File: src/rtl/booth_mult_seq_if.sv
// rtl/booth_mult_seq_if.sv - request/result bundle for the sequential Booth multiplier
interface booth_mult_seq_if #(
  parameter int WIDTH = 32
);
  logic             start;
  logic             abort;
  logic [WIDTH-1:0] multiplicand;
  logic [WIDTH-1:0] multiplier;
  logic             busy;
  logic             done;
  logic [WIDTH-1:0] result_lo;
  logic [WIDTH-1:0] result_hi;
  logic             overflow;

  modport master (
    output start, abort, multiplicand, multiplier,
    input  busy, done, result_lo, result_hi, overflow
  );

  modport slave (
    input  start, abort, multiplicand, multiplier,
    output busy, done, result_lo, result_hi, overflow
  );
endinterface

File: src/rtl/booth_mult_seq.sv
// rtl/booth_mult_seq.sv - radix-4 Booth signed multiplier, one add/shift step per clock
// Optional macro BOOTH_MULT_ZERO_BYPASS_EN: zero operand skips straight to DONE.
module booth_mult_seq #(
  parameter int WIDTH = 32,
  parameter int CNT_W = 5
) (
  input  logic             clock,
  input  logic             reset_n,
  booth_mult_seq_if.slave  bus
);

  localparam int EW = WIDTH + 2;
  localparam logic [CNT_W-1:0] LAST = CNT_W'(WIDTH / 2 - 1);

  typedef enum logic [1:0] {IDLE, RUN, DONE} state_t;

  state_t             state_q, state_d;
  logic [WIDTH-1:0]   a_q, a_d;
  logic [2*WIDTH-1:0] p_q, p_d;
  logic               extra_q, extra_d;
  logic [CNT_W-1:0]   cnt_q, cnt_d;
  logic               ovf_q, ovf_d;

  logic [2:0]         triple;
  logic [EW-1:0]      hi_ext, a_ext, a2_ext, addend, sum;
  logic [2*WIDTH-1:0] p_step;
  logic               load_zero;

  // Two guard bits on the upper half keep +/-2A from wrapping.
  assign triple = {p_q[1], p_q[0], extra_q};
  assign hi_ext = {{2{p_q[2*WIDTH-1]}}, p_q[2*WIDTH-1:WIDTH]};
  assign a_ext  = {{2{a_q[WIDTH-1]}}, a_q};
  assign a2_ext = {a_q[WIDTH-1], a_q, 1'b0};

  always_comb begin
    addend = '0;
    case (triple)
      3'b001, 3'b010: addend = a_ext;
      3'b011:         addend = a2_ext;
      3'b100:         addend = -a2_ext;
      3'b101, 3'b110: addend = -a_ext;
      default:        addend = '0;
    endcase
  end

  assign sum    = hi_ext + addend;
  assign p_step = {sum, p_q[WIDTH-1:2]};

`ifdef BOOTH_MULT_ZERO_BYPASS_EN
  assign load_zero = (bus.multiplicand == '0) || (bus.multiplier == '0);
`else
  assign load_zero = 1'b0;
`endif

  always_comb begin
    state_d = state_q;
    a_d     = a_q;
    p_d     = p_q;
    extra_d = extra_q;
    cnt_d   = cnt_q;
    case (state_q)
      IDLE, DONE: begin
        if (bus.start) begin
          a_d     = bus.multiplicand;
          extra_d = 1'b0;
          cnt_d   = '0;
          if (load_zero) begin
            p_d     = '0;
            state_d = DONE;
          end else begin
            p_d     = {{WIDTH{1'b0}}, bus.multiplier};
            state_d = RUN;
          end
        end else if (state_q == DONE) begin
          state_d = IDLE;
        end
      end
      RUN: begin
        if (bus.abort) begin
          state_d = IDLE;
        end else begin
          p_d     = p_step;
          extra_d = p_q[1];
          cnt_d   = cnt_q + CNT_W'(1);
          if (cnt_q == LAST) state_d = DONE;
        end
      end
      default: state_d = IDLE;
    endcase
    ovf_d = (p_d[2*WIDTH-1:WIDTH] != {WIDTH{p_d[WIDTH-1]}});
  end

  always_ff @(posedge clock or negedge reset_n) begin
    if (!reset_n) begin
      state_q <= IDLE;
      a_q     <= '0;
      p_q     <= '0;
      extra_q <= 1'b0;
      cnt_q   <= '0;
      ovf_q   <= 1'b0;
    end else begin
      state_q <= state_d;
      a_q     <= a_d;
      p_q     <= p_d;
      extra_q <= extra_d;
      cnt_q   <= cnt_d;
      ovf_q   <= ovf_d;
    end
  end

  assign bus.busy      = (state_q == RUN);
  assign bus.done      = (state_q == DONE);
  assign bus.result_lo = p_q[WIDTH-1:0];
  assign bus.result_hi = p_q[2*WIDTH-1:WIDTH];
  assign bus.overflow  = ovf_q;

endmodule

File: src/flat_wrapper.sv
// flat-port wrapper written by rule: the top's interface ports become plain ports
module booth_mult_seq_flat 
#(
  parameter int WIDTH = 32,
  parameter int CNT_W = 5
)
  (clock, reset_n, bus_start, bus_abort, bus_multiplicand, bus_multiplier, bus_busy, bus_done, bus_result_lo, bus_result_hi, bus_overflow);
  booth_mult_seq_if #(.WIDTH(WIDTH)) bus_i ();
  input  logic clock;
  input  logic reset_n;
  input wire logic [$bits(bus_i.start)-1:0] bus_start;
  input wire logic [$bits(bus_i.abort)-1:0] bus_abort;
  input wire logic [$bits(bus_i.multiplicand)-1:0] bus_multiplicand;
  input wire logic [$bits(bus_i.multiplier)-1:0] bus_multiplier;
  output wire logic [$bits(bus_i.busy)-1:0] bus_busy;
  output wire logic [$bits(bus_i.done)-1:0] bus_done;
  output wire logic [$bits(bus_i.result_lo)-1:0] bus_result_lo;
  output wire logic [$bits(bus_i.result_hi)-1:0] bus_result_hi;
  output wire logic [$bits(bus_i.overflow)-1:0] bus_overflow;
  assign bus_i.start = bus_start;
  assign bus_i.abort = bus_abort;
  assign bus_i.multiplicand = bus_multiplicand;
  assign bus_i.multiplier = bus_multiplier;
  assign bus_busy = bus_i.busy;
  assign bus_done = bus_i.done;
  assign bus_result_lo = bus_i.result_lo;
  assign bus_result_hi = bus_i.result_hi;
  assign bus_overflow = bus_i.overflow;
  booth_mult_seq #(.WIDTH(WIDTH), .CNT_W(CNT_W)) u_core (.clock(clock), .reset_n(reset_n), .bus(bus_i));
endmodule
File: config.mk
export PLATFORM = sky130hd
export DESIGN_NAME = booth_mult_seq_flat
export DESIGN_NICKNAME = d
export VERILOG_FILES = /design/src/rtl/booth_mult_seq_if.sv /design/src/rtl/booth_mult_seq.sv /design/src/flat_wrapper.sv
export SDC_FILE = /design/constraint.sdc
export NUM_CORES = 1
export LEC_CHECK = 0
export CAP_MARGIN = 20
export CORE_ASPECT_RATIO = 0.9
export CORE_MARGIN = 5
export CORE_UTILIZATION = 45
export DETAILED_ROUTE_END_ITERATION = 12
export DONT_BUFFER_PORTS = 1
export SYNTH_ARGS = -nofsm -noshare
export SYNTH_HDL_FRONTEND = slang
export SYNTH_SLANG_ARGS = --single-unit
File: constraint.sdc
create_clock -name clock -period 11 [get_ports clock]
set_input_delay 2.2 -clock clock [delete_from_list [all_inputs] [get_ports clock]]
set_output_delay 2.2 -clock clock [all_outputs]
set_load 0.1 [all_outputs]
==> results of run 1 <==
[state kept, by name, indices dropped and copies added, names as in the netlist]
| name | count |
|---|---|
| u_core.cnt_q | 5 |
| u_core.state_q | 2 |
| u_core.extra_q | 1 |
| u_core.a_q | 32 |
| u_core.bus.overflow | 1 |
| u_core.p_q | 64 |
[worst min-delay path by stage]
stage	endpoint	startpoint	cells after the start	slack, ps
after global routing	u_core.cnt_q[4]$_DFFE_PN0P_	u_core.cnt_q[4]$_DFFE_PN0P_	2	560
final	u_core.cnt_q[3]$_DFFE_PN0P_	u_core.cnt_q[3]$_DFFE_PN0P_	1	500
after global placement	u_core.cnt_q[3]$_DFFE_PN0P_	u_core.cnt_q[3]$_DFFE_PN0P_	1	480
after CTS	u_core.cnt_q[3]$_DFFE_PN0P_	u_core.cnt_q[3]$_DFFE_PN0P_	1	500
after floorplan	u_core.cnt_q[3]$_DFFE_PN0P_	u_core.cnt_q[3]$_DFFE_PN0P_	1	450
after detailed placement	u_core.cnt_q[3]$_DFFE_PN0P_	u_core.cnt_q[3]$_DFFE_PN0P_	1	490
[cell usage after synthesis, types with 10 or more instances]
cell type	n	area, sq um
a31oi_1	10	62.6
buf_1	10	37.5
o21ai_0	77	385
nand4_1	16	100
nand3_1	29	145
dfrtp_1	105	2630
a21oi_1	60	300
xor2_1	26	228
clkbuf_1	59	221
a221oi_1	16	140
nor2_1	57	214
inv_1	25	93.8
nand2b_1	12	75.1
nor4_1	10	62.6
ha_1	36	450
a21o_1	13	97.6
a22oi_1	42	315
xnor2_1	42	368
nor3_1	23	115
nand2_1	236	886
[cell type report]
| class | count | area, sq um |
|---|---|---|
| Multi-Input combinational cell | 841 | 5070 |
| Fill cell | 1794 | 9120 |
| Inverter | 25 | 93.8 |
| Clock inverter | 7 | 93.8 |
| Tap cell | 240 | 300 |
| Sequential cell | 105 | 2630 |
| Timing Repair Buffer | 10 | 75.1 |
| Clock buffer | 9 | 225 |
[worst max-delay path, stage by stage (launching register included)]
cell and delay, ps:
dfrtp_1 450, or3_1 500, or3_1 420, or3_2 480
nor3_1 290, nand2b_1 170, xnor2_1 90, a221oi_1 310
a31oi_1 70, ha_1 390, a21oi_1 190, nand2_1 130
nor4bb_1 530, o21ai_0 320, a21oi_1 410, xor2_1 190
o21ai_0 150, or2_2 310, or4_1 520, a221o_1 330
[cells in the final DEF, fill, tap and decap left out, types with 4 or more instances in the layout]
cell type / instances
nand2_1: 236
dfrtp_1: 103
o21ai_0: 77
a21oi_1: 60
nor2_1: 56
xnor2_1: 42
a22oi_1: 42
ha_1: 36
nand3_1: 29
xor2_1: 26
inv_1: 25
nor3_1: 23
a221oi_1: 16
nand4_1: 16
a21o_1: 13
nand2b_1: 11
nor4_1: 10
a31oi_1: 10
buf_4: 10
a211oi_1: 9
clkbuf_16: 9
or3_1: 8
o22ai_1: 8
and3_1: 7
mux2i_1: 6
or2_2: 6
o21bai_1: 6
or4_1: 6
o31ai_1: 5
o21a_1: 4
and2_1: 4
o211ai_1: 4
a22o_1: 4
a221o_1: 4
clkinv_8: 4
[per-layer routing]
layer	up-vias	GRT usage, %	wire [microns]
li1	3624	-	-
met1	3599	31.8	10400
met2	280	36.7	10800
met3	51	5.60	1940
met4	0	9.67	881
met5	-	0	0
[cells by family (layout without fill, tap and decap cells)]
| logic type | after synthesis | after routing | synth area share [%] |
|---|---|---|---|
| buffers and inverters | 98 | 51 | 4.71 |
| adder cells (fa/ha/maj) | 37 | 37 | 5.85 |
| XOR/XNOR | 68 | 68 | 7.40 |
| multiplexers | 6 | 6 | 0.746 |
| AO/OA/AOI/OAI | 287 | 287 | 23.0 |
| flip-flops | 105 | 105 | 32.6 |
| AND/OR/NAND/NOR | 443 | 443 | 25.7 |
[stage by stage]
| step | worst slack (ps) | power, mW | hold slack [ps] |
|---|---|---|---|
| finish | 4630 | 2.93 | 499 |
| global route | 4300 | 3.13 | 564 |
| CTS | 4700 | 2.93 | 503 |
| detailed placement | 4790 | 2.57 | 492 |
| global placement | 4850 | 2.58 | 480 |
| floorplan | 5600 | 2.24 | 449 |
[where the power goes]
part	total, mW	leakage (nW)	switching, mW	internal, mW
Clock	0.348	0.153	0.183	0.165
Sequential	1.25	1.32	0.764	0.483
Combinational	1.34	2.27	0.835	0.502
==> results by group, run 1 <==
Setup path
  • R2R depth: 19
  • Flop2flop setup slack: around 4600 ps
  • Startpoint Class: flop
  • Worst r2r src: u_core.a_q[2]$_DFFE_PN0P_
  • CP Capture Type: flop
  • Crit. Startpoint: u_core.a_q[2]$_DFFE_PN0P_
  • Crit path max fanout: 6
  • CP arrival: 6620 ps
  • Reg-to-reg endpoint: u_core.bus.overflow$_DFF_PN0_
  • Crit path capture: u_core.bus.overflow$_DFF_PN0_
  • WS Path Type: reg -> reg
  • Critical Path RT: between 10000 and 15000 ps

Global routing
  • Largest net degree at the start of global routing: 106
  • All-Layer GR Usage: roughly a quarter
  • Vias in the first global route: 7306
  • First-pass GRT wire length: 39100 microns
  • GR Overflow Total: 0
  • Antenna violations before repair: 0

Die
  • Core Region: 17600 sq um
  • IO Count: 135
  • DIE AREA: 20700 sq um
  • Initial Utilization: 45.7%
  • Die Ht: 137 microns
  • Die X: 151 microns
  • FP Rows: 46

Clock network
  • CTS Hold Buffers Added: 0
  • CTS Buf Count: 9
  • CTS Root Cell: clkbuf_16
  • Setup Fix Bufs, Post-CTS: 0
  • CTS Sinks: 105
  • Later-pin clock latency in the skew report: 370 ps
  • H-tree depth: 3
  • Reg clk slew, reported paths: 90 ps
  • PostCTS Resize Cnt: 0
  • TritonCTS clock tree: done
  • Clock Tree Buf Depth: 2

Cells and area
  • Antenna diode count: 0
  • Nets: 1097
  • Layout cell share with drive strength beyond 1: 5.62%
  • Non-filler cells, final: 1237
  • Util after Layout: 48.2%
  • Fin area: about 8500 sq um
  • Syn-to-layout area delta: 5.49%

Logic synthesis
  • Yosys cell types: 73
  • Syn_nets: 1149
  • Number of synthesized flops with an enable pin: 0
  • Seq cells post-synth: 105
  • Post-Syn Area per Cell: 7.71 sq um
  • Syn Inst Count: 1044
  • Syn Std Cell Area: 8050 sq um
  • Ys flop type: dfrtp_1
  • Ys Warns: 0
  • Sequential share of the synthesized area: between 30% and 40%
  • Synth async-reset ratio: 100%

Timing
  • Crit share post-route: 57.9%
  • Setup_tns: 0 ps
  • Final setup fails: 0
  • RSZ-0062 raised after global routing: false
  • Worst relative slew slack: roughly 28%
  • Final min period: ~6400 ps
  • Least-Margin Pin Slew: 1080 ps
  • Fin. Hold Viols: 0
  • Clk_skew: about 14 ps
  • FMAX: 157 MHz
  • Final slew viol count: 0

Route
  • Post-route ant nets: 0
  • DR vias/cell: 6.11
  • # DRC: 0
  • Pre-Repair DR Iteration Count: 6
  • Iter 0 DRT Violations: 560
  • DR vias: approximately 7600
  • Final wirelength: about 24000 microns
  • WL/cell: 19.5 microns

Status
  • Status: finished clean

Placed design
  • Detailed Place HPWL: 17700 microns
  • Placed Area: 8160 sq um
  • Port Buf Inserts: 0
  • RD Place Congestion: 0.947
  • Inst Count DP: between 1000 and 1500

Run
  • Max-cap viol count: 0

Power
  • Worst VDD drop: 0.203 mV
  • PwrDens: 345 nW/um^2
  • Pleak: 3.74 nW

Worst hold path
  • Worst Hold Class: reg -> reg
Note: power is estimated with default switching activity, not from simulation.
==> run 2, diff against run 1 <==
==> constraint.sdc (replaced) <==
create_clock -name clock -period 5.8 [get_ports clock]
set_input_delay 1.16 -clock clock [delete_from_list [all_inputs] [get_ports clock]]
set_output_delay 1.16 -clock clock [all_outputs]
set_load 0.1 [all_outputs]
==> run 2 against run 1 <==
- critical path depth up 4
- setup slack worse by 4400 ps
- critical path type unchanged
- sequential cell count unchanged
- critical endpoint unchanged
- sequential power up 69%
- combinational power up 140%
- die area unchanged
- largest power group unchanged
- utilization up 4.1 points
- hold slack worse by 21 ps
==> results by group, run 2 (synthesis gave the netlist of run 1 again) <==
Setup path
  • Slowest CP cell: or4_4
  • Crit path cell chain: inv_2 -> ha_4 -> or3b_4 -> or2_4 -> nor4_4 -> nand3_2 -> nor2_4 -> nand3_4 -> or4_4 -> nand2_2 -> xnor2_2 -> a221oi_2 -> a21oi_1 -> ha_1 -> inv_2 -> o21bai_1 -> a21oi_2 -> and4_1 -> a2111o_1 -> inv_2 -> nand4_1 -> or4_4 -> a221o_1
  • CP dominant cell by count: inv_2
  • Crit path max fanout: 5 (-1)
  • CP arrival: 5780 ps (-840 ps)
  • CP top delay family: simple AND/OR/NAND/NOR gates
  • Critical Path RT: 6050 ps (-5200 ps)
  • Bufs and invs on worst path: 3 (+3)
  • Flop2flop setup slack: 270 ps (-4360 ps)
  • WS Path Type: reg -> reg
  • Startpoint Class: flop
  • CP peak stage delay: 590 ps (+60 ps)
  • CP Capture Type: flop

Timing
  • Final min period: 5530 ps (-844 ps)
  • Clk_skew: 18.0 ps (+3.55 ps)
  • Fin. Hold Viols: 0 (unchanged)
  • Least-Margin Pin Slew: 1090 ps (+11.3 ps)
  • FMAX: 181 MHz (+15%)
  • Crit share post-route: 95.3% (+37 points)
  • Final slew viol count: 0 (unchanged)
  • Worst relative slew slack: 27.1% (-0.75 points)
  • Final setup fails: 0 (unchanged)
  • Setup_tns: 0 ps (unchanged)

Placed design
  • RD Place Congestion: 0.935 (-1.2%)
  • Port Buf Inserts: 0 (unchanged)
  • Detailed Place HPWL: 18000 microns (+2.1%)
  • Placed Area: 8570 sq um (+5.0%)
  • Inst Count DP: 1274 (+4.4%)

Cells and area
  • Non-filler cells, final: 1300 (+5.1%)
  • Fin area: 9220 sq um (+8.5%)
  • Nets: 1160 (+5.7%)
  • Most frequent cells in the layout: nand2_1 (234), dfrtp_1 (103), buf_4 (73), o21ai_0 (72), nor2_1 (55)
  • Syn-to-layout area delta: 14.5%
  • Top Registers: u_core.p_q (64), u_core.a_q (32), u_core.cnt_q (5)
  • Layout cell share with drive strength beyond 1: 15.3% (+9.7 points)
  • Largest reg by FF count: u_core.p_q
  • Antenna diode count: 0 (unchanged)
  • Max reg flops: 64 (unchanged)
  • Commonest non-fill, non-tap cell in the layout: nand2_1
  • Util after Layout: 52.3% (+4.1 points)

Clock network
  • CTS Sinks: 105 (unchanged)
  • TritonCTS clock tree: done
  • CTS Root Cell: clkbuf_16
  • Reg clk slew, reported paths: 90 ps (about the same)
  • Clock Tree Buf Depth: 2 (unchanged)
  • Later-pin clock latency in the skew report: 370 ps (about the same)
  • H-tree depth: 3 (unchanged)
  • CTS Buf Count: 9 (unchanged)
  • CTS Hold Buffers Added: 0 (unchanged)

Power
  • Worst VDD drop: 0.314 mV (+55%)
  • PwrDens: 649 nW/um^2 (+88%)
  • Pleak: 4.09 nW (+9.3%)
  • Total power: 5.98 mW (+100%)

Route
  • Pre-Repair DR Iteration Count: 5 (-1)
  • Final wirelength: 24700 microns (+2.4%)
  • # DRC: 0 (unchanged)
  • DR vias/cell: 5.96 (-2.3%)
  • DR vias: 7753 (+2.6%)
  • WL/cell: 19.0 microns (-2.6%)
  • Iter 0 DRT Violations: 597 (+6.6%)
  • Post-route ant nets: 0 (unchanged)

Die
  • FP Rows: 46 (unchanged)
  • Core Region: 17600 sq um (unchanged)
  • IO Count: 135 (unchanged)
  • Initial Utilization: 45.7% (unchanged)
  • DIE AREA: 20700 sq um (unchanged)
  • Die X: 151 microns (unchanged)
  • Die Ht: 137 microns (unchanged)

Global routing
  • Vias in the first global route: 7419 (+1.5%)
  • Largest net degree at the start of global routing: 106 (unchanged)
  • GR Overflow Total: 0 (unchanged)
  • All-Layer GR Usage: 23.8% (+0.14 points)
  • Antenna violations before repair: 0 (unchanged)
  • First-pass GRT wire length: 39200 microns (about the same)

Run
  • Max-cap viol count: 0 (unchanged)

Worst hold path
  • Worst Hold Class: in -> async

Status
  • Status: finished clean
==> run 2: changes by cell type in the layout (fill, tap and decap cells not counted), sizes merged <==
cell,previous run,this run
inv,27,28
buf,10,73
clkinv,5,4
==> run 2: cell type report <==
| type | count | area [sq um] |
|---|---|---|
| clock inverters | 7 | 101 |
| fillers | 1753 | 8400 |
| multi-input cells | 841 | 5320 |
| inverters | 25 | 93.8 |
| flip-flops and latches | 105 | 2630 |
| repair buffers | 73 | 548 |
| well taps | 240 | 300 |
| clock buffers | 9 | 225 |
==> run 2: routing by layer <==
layer | GRT usage, % | part of all wire (%)
met2 | 37.1 | 46
met5 | 0 | 0
met4 | 8.31 | 2.8
met1 | 32.1 | 44
met3 | 6.32 | 6.8
==> run 2: where the power goes <==
part	switching, mW	internal [mW]	total, mW	leakage [nW]
Combinational	1.96	1.23	3.19	2.61
Clock	0.358	0.319	0.677	0.156
Sequential	1.19	0.922	2.11	1.32
Total	3.51	2.47	5.98	4.09
==> run 2: through the flow <==
stage,setup slack [ps],hold slack (ps)
2_1_floorplan,404,449
3_3_place_gp,14.8,477
3_5_place_dp,-74.8,482
4_1_cts,33.6,468
5_1_grt,-24.6,459
6_report,270,478
==> run 2: timing repair <==
action | 4_1_cts | 5_1_grt
gates resized for setup | 4 | 56
pin swaps | 0 | 20
endpoints found under the setup margin | 1 | 1
buffers inserted | 0 | 9
==> run 2: path summary, 6_finish.rpt <==
path,end,cells past startpoint,from
setup / recovery,u_core.bus.overflow$_DFF_PN0_,23,u_core.a_q[1]$_DFFE_PN0P_
hold / removal,u_core.p_q[38]$_DFF_PN0_,0,reset_n
setup reg to reg,u_core.bus.overflow$_DFF_PN0_,23,u_core.a_q[1]$_DFFE_PN0P_
hold reg to reg,u_core.cnt_q[3]$_DFFE_PN0P_,1,u_core.cnt_q[3]$_DFFE_PN0P_
max in group asynchronous,u_core.p_q[1]$_DFFE_PN0P_,0,reset_n
min in group clock,u_core.cnt_q[3]$_DFFE_PN0P_,1,u_core.cnt_q[3]$_DFFE_PN0P_
==> run 2: worst register-to-register path: cells and delay by family, from the launching register on <==
kind | cells | cell delay, ps
flops | 1 | 430
buf+inv | 3 | 230
fa+ha+maj | 2 | 530
simple gates | 11 | 2810
compound gates | 6 | 1340
xor+xnor | 1 | 80
==> run 3, diff against run 2 <==
--- a/config.mk
+++ b/config.mk
@@ -5,7 +5,7 @@
 export SDC_FILE = /design/constraint.sdc
 export NUM_CORES = 1
 export LEC_CHECK = 0
-export CAP_MARGIN = 20
+export CAP_MARGIN = 0
 export CORE_ASPECT_RATIO = 0.9
 export CORE_MARGIN = 5
 export CORE_UTILIZATION = 45
==> run 3 against run 2 <==
- final area grew 0.15%
- sequential cell count is the same
- die area is the same
- routed wire length is essentially flat
- first-iteration DRC count shrank 5.4%
- global-route usage is the same
- critical path depth is the same
- maximum frequency is essentially flat
- setup slack gained 2.5 ps
- count of clock-buffer cells in the layout is the same
- combinational power is essentially flat
- register-to-register slack is essentially flat
==> results by group, run 3 (synthesis gave the netlist of run 1 again) <==
Route
  • Pre-Repair DR Iteration Count: 5 (unchanged)
  • WL/cell: 19.0 microns (about the same)
  • DR vias/cell: 5.96 (about the same)
  • Iter 0 DRT Violations: 565 (-5.4%)
  • # DRC: 0 (unchanged)
  • DR vias: 7754 (+0.013%)
  • Final wirelength: 24700 microns (about the same)
  • Post-route ant nets: 0 (unchanged)

Clock network
  • TritonCTS clock tree: done
  • H-tree depth: 3 (unchanged)
  • Later-pin clock latency in the skew report: 370 ps (about the same)
  • CTS Buf Count: 9 (unchanged)
  • Reg clk slew, reported paths: 90 ps (about the same)
  • Clock Tree Buf Depth: 2 (unchanged)
  • CTS Sinks: 105 (unchanged)
  • CTS Root Cell: clkbuf_16

Placed design
  • Detailed Place HPWL: 18000 microns (unchanged)
  • Port Buf Inserts: 0 (unchanged)
  • RD Place Congestion: 0.935 (unchanged)
  • Inst Count DP: 1274 (unchanged)

Setup path
  • Crit path max fanout: 5 (unchanged)
  • WS Path Type: reg -> reg
  • Critical Path RT: 6050 ps (about the same)
  • Crit. Startpoint: u_core.a_q[1]$_DFFE_PN0P_
  • Worst r2r src: u_core.a_q[1]$_DFFE_PN0P_
  • Startpoint Class: flop
  • CP Capture Type: flop
  • CP arrival: 5780 ps (about the same)

Global routing
  • Vias in the first global route: 7419 (unchanged)
  • Largest net degree at the start of global routing: 106 (unchanged)
  • First-pass GRT wire length: 39200 microns (unchanged)
  • GR Overflow Total: 0 (unchanged)
  • All-Layer GR Usage: 23.8% (unchanged)
  • Antenna violations before repair: 0 (unchanged)

Cells and area
  • Top Registers: u_core.p_q (64), u_core.a_q (32), u_core.cnt_q (5)
  • Commonest non-fill, non-tap cell in the layout: nand2_1
  • Max reg flops: 64 (unchanged)
  • Non-filler cells, final: 1300 (unchanged)
  • Most frequent cells in the layout: nand2_1 (235), dfrtp_1 (103), o21ai_0 (72), buf_4 (72), nor2_1 (55)
  • Syn-to-layout area delta: 14.7%
  • Nets: 1159 (-0.086%)
  • Layout cell share with drive strength beyond 1: 15.6% (+0.30 points)
  • Largest reg by FF count: u_core.p_q
  • Util after Layout: 52.4% (+0.078 points)

Die
  • Initial Utilization: 45.7% (unchanged)
  • Die Ht: 137 microns (unchanged)
  • FP Rows: 46 (unchanged)
  • DIE AREA: 20700 sq um (unchanged)
  • Core Region: 17600 sq um (unchanged)
  • IO Count: 135 (unchanged)
  • Die X: 151 microns (unchanged)

Power
  • Pleak: 4.09 nW (about the same)
  • PwrDens: 648 nW/um^2 (about the same)
  • Total power: 5.98 mW (about the same)
  • Worst VDD drop: 0.314 mV (+0.14%)

Timing
  • Final setup fails: 0 (unchanged)
  • Worst relative slew slack: 27.1% (about the same)
  • FMAX: 181 MHz (about the same)
  • Final slew viol count: 0 (unchanged)
  • Least-Margin Pin Slew: 1090 ps (+0.0646 ps)
  • Final min period: 5530 ps (-2.52 ps)
  • Clk_skew: 18.2 ps (+0.169 ps)
  • Crit share post-route: 95.3% (about the same)
  • Fin. Hold Viols: 0 (unchanged)

Worst hold path
  • Worst Hold Class: in -> async

Status
  • Status: finished clean

Run
  • Max-cap viol count: 0 (unchanged)
run 3: cell types whose count changed in the layout (fill, tap and decap cells not counted), sizes merged:
cell,before,now
diode,0,1
buf,73,72
run 3: repair_timing:
item	in CTS	in global routing
cloned	0	0
pin swaps	0	19
setup endpoints to repair	1	1
hold buffers	0	0
buffers inserted	0	9
resized for setup	4	60
run 3: cell type report:
| class | count | area, sq um |
|---|---|---|
| Clock inverter | 7 | 101 |
| Antenna cell | 1 | 2.50 |
| Fill cell | 1752 | 8380 |
| Timing Repair Buffer | 72 | 541 |
| Multi-Input combinational cell | 841 | 5340 |
| Clock buffer | 9 | 225 |
| Sequential cell | 105 | 2630 |
| Tap cell | 240 | 300 |
| Inverter | 25 | 93.8 |
run 3: worst paths after layout:
kind	to	slack (ps)	cells after the start
setup / recovery	u_core.bus.overflow$_DFF_PN0_	270	23
hold / removal	u_core.p_q[38]$_DFF_PN0_	480	0
setup reg to reg	u_core.bus.overflow$_DFF_PN0_	270	23
hold reg to reg	u_core.cnt_q[3]$_DFFE_PN0P_	490	1
max in group asynchronous	u_core.p_q[1]$_DFFE_PN0P_	5120	0
min in group clock	u_core.cnt_q[3]$_DFFE_PN0P_	490	1
run 3: per-stage QoR:
| step | hold WS [ps] | setup WS, ps | instance area (sq um) | TNS, ps |
|---|---|---|---|---|
| 2_1_floorplan | 449 | 404 | 8050 | 0 |
| 3_3_place_gp | 477 | 14.8 | 8570 | 0 |
| 3_5_place_dp | 482 | -74.8 | 8570 | -74.8 |
| 4_1_cts | 468 | 33.6 | 8910 | 0 |
| 5_1_grt | 459 | -35.8 | 9230 | -35.8 |
| 6_report | 479 | 273 | 9230 | 0 |
run 3: power breakdown:
part / internal (mW) / switching (mW)
clock: 0.319 / 0.353
combinational: 1.23 / 1.96
sequential: 0.922 / 1.19
run 3: routing by layer:
metal / up-vias / wire length [microns] / track usage, %
met5: - / 0 / 0
met4: 0 / 726 / 8.31
met3: 46 / 1720 / 6.32
met2: 261 / 11400 / 37.1
met1: 3698 / 10900 / 32.1
li1: 3749 / - / -
run 3: critical path, cell delays in order (launching register included):
cell	delay (ps)
dfrtp_1	430
inv_2	100
ha_4	140
or3b_4	370
or2_4	280
nor4_4	280
nand3_2	160
nor2_4	190
nand3_4	100
or4_4	590
nand2_2	100
xnor2_2	80
a221oi_2	240
a21oi_1	80
ha_1	390
inv_2	60
o21bai_1	160
a21oi_2	90
and4_1	150
a2111o_1	410
inv_2	70
nand4_1	90
or4_4	490
a221o_1	350
